## src/rtl/uart_pkg.sv

```systemverilog
// Shared UART constants and arbiter state encoding.
package uart_pkg;

   localparam int CLK_HZ                 = 50_000_000;
   localparam int BAUD_RATE              = 115_200;
   localparam int CLKS_PER_BIT           = CLK_HZ / BAUD_RATE;
   // Roughly one 12-bit frame time: long enough that a healthy requester
   // never trips it between bytes of a packet.
   localparam int TIMEOUT_CYCLES_DEFAULT = CLK_HZ / BAUD_RATE * 12;

   typedef enum logic {
      ARB  = 1'b0,
      SEND = 1'b1
   } arb_state_e;

   // Round-robin index helper: (base + offset) mod n.
   function automatic int rr_wrap(input int base, input int offset, input int n);
      return (base + offset) % n;
   endfunction

endpackage

```

## src/rtl/rr_picker.sv

```systemverilog
// Combinational round-robin search: first set bit of req starting just
// after last_grant, wrapping around.
module rr_picker
   import uart_pkg::*;
#(
   parameter int N_REQ = 4
) (
   input  logic [N_REQ-1:0]         req,
   input  logic [$clog2(N_REQ)-1:0] last_grant,
   output logic [$clog2(N_REQ)-1:0] grant,
   output logic                     any
);

   localparam int IDX_W = $clog2(N_REQ);

   // Walk the N_REQ candidates in priority order; the first hit wins.
   always_comb begin
      logic [IDX_W-1:0] idx;
      grant = '0;
      any   = 1'b0;
      idx   = '0;
      for (int i = 1; i <= N_REQ; i++) begin
         idx = IDX_W'(rr_wrap(int'(last_grant), i, N_REQ));
         if (!any && req[idx]) begin
            grant = idx;
            any   = 1'b1;
         end
      end
   end

endmodule

```

## src/rtl/uart_tx_arbiter.sv

```systemverilog
// Packet-level round-robin arbiter in front of a single UART transmitter.
// A granted requester owns the transmitter until it sends a byte flagged
// last, or until it leaves its valid low for TIMEOUT_CYCLES consecutive
// cycles while owning the lock.
//
//   state | meaning
//   ARB   | no owner; pick next requester, all outputs quiet
//   SEND  | grant_id owns the transmitter; bytes pass straight through
module uart_tx_arbiter
   import uart_pkg::*;
#(
   parameter int N_REQ          = 4,
   parameter int BITS_N         = 8,
   parameter int TIMEOUT_CYCLES = TIMEOUT_CYCLES_DEFAULT
) (
   input  logic                      clk,
   input  logic                      reset,
   input  logic [N_REQ*BITS_N-1:0]   req_data,
   input  logic [N_REQ-1:0]          req_valid,
   input  logic [N_REQ-1:0]          req_last,
   output logic [N_REQ-1:0]          req_ready,
   output logic [BITS_N-1:0]         data_tx,
   output logic                      valid,
   input  logic                      tx_ready,
   output logic [$clog2(N_REQ)-1:0]  grant_id,
   output logic                      busy,
   output logic                      timeout_err
);

   localparam int IDX_W = $clog2(N_REQ);
   localparam int WD_W  = $clog2(TIMEOUT_CYCLES + 1);

   localparam logic [WD_W-1:0]  WD_TERMINAL    = WD_W'(TIMEOUT_CYCLES - 1);
   localparam logic [IDX_W-1:0] LAST_GRANT_RST = IDX_W'(N_REQ - 1);

   arb_state_e        state, state_nxt;
   logic [IDX_W-1:0]  grant_q, grant_nxt;
   logic [IDX_W-1:0]  last_q, last_nxt;
   logic [WD_W-1:0]   wd_q, wd_nxt;

   logic [IDX_W-1:0]  pick;
   logic              pick_any;

   logic              sel_valid;
   logic              sel_last;
   logic [BITS_N-1:0] sel_data;
   logic              xfer;

   logic              valid_c;
   logic [BITS_N-1:0] data_c;
   logic [N_REQ-1:0]  ready_c;
   logic              tmo_c;

   rr_picker #(
      .N_REQ (N_REQ)
   ) u_rr_picker (
      .req        (req_valid),
      .last_grant (last_q),
      .grant      (pick),
      .any        (pick_any)
   );

   assign sel_valid = req_valid[grant_q];
   assign sel_last  = req_last[grant_q];
   assign sel_data  = req_data[int'(grant_q)*BITS_N +: BITS_N];
   assign xfer      = (state == SEND) && sel_valid && tx_ready;

   // State, owner, round-robin pointer and watchdog registers.
   always_ff @(posedge clk) begin
      if (reset) begin
         state   <= ARB;
         grant_q <= '0;
         last_q  <= LAST_GRANT_RST;
         wd_q    <= '0;
      end else begin
         state   <= state_nxt;
         grant_q <= grant_nxt;
         last_q  <= last_nxt;
         wd_q    <= wd_nxt;
      end
   end

   // Next-state, watchdog and pass-through output decode.
   always_comb begin
      state_nxt = state;
      grant_nxt = grant_q;
      last_nxt  = last_q;
      wd_nxt    = wd_q;
      valid_c   = 1'b0;
      data_c    = '0;
      ready_c   = '0;
      tmo_c     = 1'b0;

      case (state)
         ARB: begin
            wd_nxt = '0;
            if (pick_any) begin
               grant_nxt = pick;
               state_nxt = SEND;
            end
         end

         SEND: begin
            valid_c          = sel_valid;
            data_c           = sel_data;
            ready_c[grant_q] = tx_ready;

            // Watchdog only runs while the owner has nothing to offer;
            // a stalled transmitter with valid high never trips it.
            if (sel_valid) begin
               wd_nxt = '0;
            end else if (wd_q == WD_TERMINAL) begin
               tmo_c     = 1'b1;
               wd_nxt    = '0;
               last_nxt  = grant_q;
               state_nxt = ARB;
            end else begin
               wd_nxt = wd_q + 1'b1;
            end

            if (xfer && sel_last) begin
               last_nxt  = grant_q;
               state_nxt = ARB;
            end
         end

         default: begin
            state_nxt = ARB;
         end
      endcase
   end

   // Outputs are forced quiet while reset is held so an abandoned packet
   // never shows a byte during the reset cycle itself.
   assign valid       = valid_c & ~reset;
   assign data_tx     = reset ? '0 : data_c;
   assign req_ready   = reset ? '0 : ready_c;
   assign timeout_err = tmo_c & ~reset;
   assign busy        = (state == SEND) & ~reset;
   assign grant_id    = grant_q;

endmodule

```

## config.mk

```make
export PLATFORM = sky130hd
export DESIGN_NAME = uart_tx_arbiter
export DESIGN_NICKNAME = d
export VERILOG_FILES = /design/src/rtl/uart_pkg.sv /design/src/rtl/rr_picker.sv /design/src/rtl/uart_tx_arbiter.sv
export SDC_FILE = /design/constraint.sdc
export NUM_CORES = 1
export LEC_CHECK = 0
export BUFFER_PORTS_ARGS = -buffer_cell sky130_fd_sc_hd__buf_2
export CAP_MARGIN = 25
export CORE_MARGIN = 2
export CORE_UTILIZATION = 40
export DETAILED_ROUTE_END_ITERATION = 10
export MAX_ROUTING_LAYER = met4
export PLACE_DENSITY = 0.71
export SYNTH_ARGS = -nofsm -noshare
export SYNTH_HDL_FRONTEND = slang
export SYNTH_SLANG_ARGS = --single-unit
export TNS_END_PERCENT = 1
```

## constraint.sdc

```tcl
create_clock -name clk -period 3.4 [get_ports clk]
set_input_delay 0 -clock clk [delete_from_list [all_inputs] [get_ports clk]]
set_output_delay 0 -clock clk [all_outputs]
set_load 0.005 [all_outputs]
```

==> qor.txt <==
Status = finished, violations left
Failing checks = DRC
Mean Syn Cell Area = 9.18 sq um
Slew at the pin closest to its max-slew limit = 0.777 ns
Post-Synthesis Cell Area = 1200 sq um
Layout cells sized above 1 = 0.397
Final Hold Viols = 0
Worst-path maximum fanout = 16
RSZ-0062 raised after global routing = false
Smallest setup slack after layout = 1.13 ns
Initial drt markers = 39
Vias per inst = 5.45
Pint = 358 uW
Yosys top cell area share = 0.300
Post-synthesis register bit count = 18
GRT met3 Usage = 0.0352
Worst hold path startpoint = req_valid[0]
Die width = 58.8 um
Cts repair resizes = 0
Total Neg Setup Slack = 0 ns
FFs w/ async S/R, synth = 0
Power share of the clock group = 0.266
Gr usage total = 0.178
Clk_skew = 0.00121 ns
Nets = 234
Total gr overflow = 0
Gpl congestion = 0.802
Worst setup path category = reg -> reg
I/O pin total = 60
Worst Hold Depth = 3
Post-DR wirelength/cell = 13.3 um
Psw = 132 uW
Seq/Total Area, Yosys = 0.300
Sw frac = 0.270
Synth area leaders = dfxtp_1 (30%), mux4_2 (17%), and2_1 (5.2%), xor2_1 (5.1%), nor2_1 (5.0%)
Pins Over Slew Limit = 0
Fmax = 440 MHz
GRT busiest layer = met2
Warnings, synthesis = 0
Port Buf Inserts = 59
H-tree depth = 1
# diodes = 0
Period utilization = 0.669
Max-capacitance violation count = 0
Pleak = 0.684 nW
Clock buffer depth = 2
Worst Hold End = grant_id[0]$_SDFFE_PP0P_
HPWL after detailed placement = 2370 um
Crit path DAT = 2.46 ns
DIE AREA = 3460 sq um
Most frequent cells in the layout = buf_2 (59), dfxtp_1 (18), nor2_1 (16)
Hold Crit Class = in -> reg
First-pass GRT wire length = 4610 um
Cell count after synthesis = 131
FILL cells = 259
RR Endpoint = last_q[1]$_SDFFE_PP1P_
Final antenna-violating net count = 0
First-pass DRT Iterations = 7
Worst skew pair latency = 0.29 ns
Hold-fix buffers, CTS = 1
PwrDens = 316 nW/um^2
Reg2reg start = grant_id[0]$_SDFFE_PP0P_
Area used by multi-input combinational logic = 795 sq um
Via count = 1200
Remaining DRCs = 10
Setup slack, reg-to-reg = 1.13 ns
Largest net degree at the start of global routing = 17
Grt met2 use = 0.341
CP required = 3.58 ns
CTS tree = yes
Setup Fix Bufs, Post-CTS = 0
Post-synthesis cell type count = 35
Met1 Track Usage GR = 0.181
Total CTS buffers = 3
Placed cell area = 1510 sq um
R2R depth = 4
Clk sinks = 18
Top FF cell, synth = dfxtp_1
Core box area = 2810 sq um
Area leader, netlist = dfxtp_1
Area Overhead vs Synth = 29.2%
WL final = 2920 um
Initial core utilization = 0.429
Root Buffer = clkbuf_4
Vias in the first global route = 1110
Place WS = 1.14 ns
Commonest non-fill, non-tap cell in the layout = buf_2
Synth Net Count = 175
Die height = 58.8 um
Number of enable flip-flop cells after synthesis = 0
Initial antenna violation count = 0
Site Rows = 19
Final min period = 2.27 ns
Max VDD drop = 0.161 mV
FF+latch area = 360 sq um
Clock slew at reported path FFs = 0.10 ns
Combinational share of power = 0.255
Setup crit start kind = flop
Final setup vio count = 0
Kind of end point of the critical path = flop
Reg power frac = 0.479
Fin area = 1550 sq um
Worst slew margin = 0.482
cells in the mapped netlist, types with 2 or more instances:
library cell	instances
a211o_1	3
a21oi_1	5
a31oi_1	2
and2_1	10
and4_1	2
buf_2	2
clkbuf_1	4
dfxtp_1	18
inv_1	3
mux2i_1	3
mux4_2	9
nand2_1	9
nand2b_1	3
nand3_1	6
nand4_1	2
nor2_1	16
nor3_1	6
nor3b_1	2
o21ai_0	2
xnor2_1	3
xor2_1	7
power by group through the flow:
stage          Sequential [mW]  Combinational [mW]  Clock, mW
2_1_floorplan            0.228              0.0904          0
3_3_place_gp             0.239               0.121          0
3_5_place_dp             0.240               0.126          0
4_1_cts                  0.235               0.127      0.134
5_1_grt                  0.238               0.138      0.144
6_report                 0.235               0.125      0.130
layer usage:
layer / part of all wire / vias to the layer above
met2: 0.51 / 49
met3: 0.098 / 4
met1: 0.38 / 556
met5: 0 / -
met4: 0.0072 / 0
li1: - / 591
flip-flops by register name, summed over array words and instances (netlist names):
| register | flops |
|---|---|
| last_q | 2 |
| state | 1 |
| grant_id | 2 |
| wd_q | 13 |
logic make-up (layout without fill, tap and decap cells):
logic type                 Yosys count  after routing  share of synthesized area
and+or+nand+nor                     63             63                      0.280
DFF                                 18             18                      0.300
AOI/OAI and AO/OA                   17             17                      0.104
muxes                               12             12                      0.194
xor gates and xnor gates            10             10                     0.0728
buffers and inverters               10             68                     0.0395
adders and majority gates            1              1                     0.0104
critical path, stage by stage (launching register included):
cell and delay (ns):
dfxtp_1 0.84, mux4_2 0.47, o221a_4 0.16, or3b_1 0.39, a211o_1 0.31
final cells by class:
class	count	area share
multi-input combinational	103	0.511
sequential	18	0.232
timing repair buffer	61	0.201
tap	31	0.0250
clock buffer	4	0.0233
inverter	3	0.00725
worst max-delay path by stage:
| stage | start | endpoint | slack, ns | depth (start not counted) |
|---|---|---|---|---|
| after floorplan | grant_id[1]$_SDFFE_PP0P_ | last_q[0]$_SDFFE_PP1P_ | 1.48 | 5 |
| after global routing | grant_id[0]$_SDFFE_PP0P_ | last_q[1]$_SDFFE_PP1P_ | 1.00 | 4 |
| after CTS | grant_id[0]$_SDFFE_PP0P_ | last_q[1]$_SDFFE_PP1P_ | 1.12 | 4 |
| final | grant_id[0]$_SDFFE_PP0P_ | last_q[1]$_SDFFE_PP1P_ | 1.13 | 4 |
| after global placement | grant_id[0]$_SDFFE_PP0P_ | last_q[0]$_SDFFE_PP1P_ | 1.24 | 4 |
| after detailed placement | grant_id[0]$_SDFFE_PP0P_ | last_q[1]$_SDFFE_PP1P_ | 1.14 | 4 |
stage by stage:
step                      hold slack, ns  instances  power, mW   util
after floorplan                   0.0691        131      0.318      -
after global placement             0.251        215      0.360  0.537
final                              0.141        220      0.491  0.554
after detailed placement           0.266        215      0.365  0.537
after CTS                          0.136        220      0.496  0.554
after global routing               0.132        220      0.519  0.554
No activity file was read; power rests on OpenSTA's default activity.
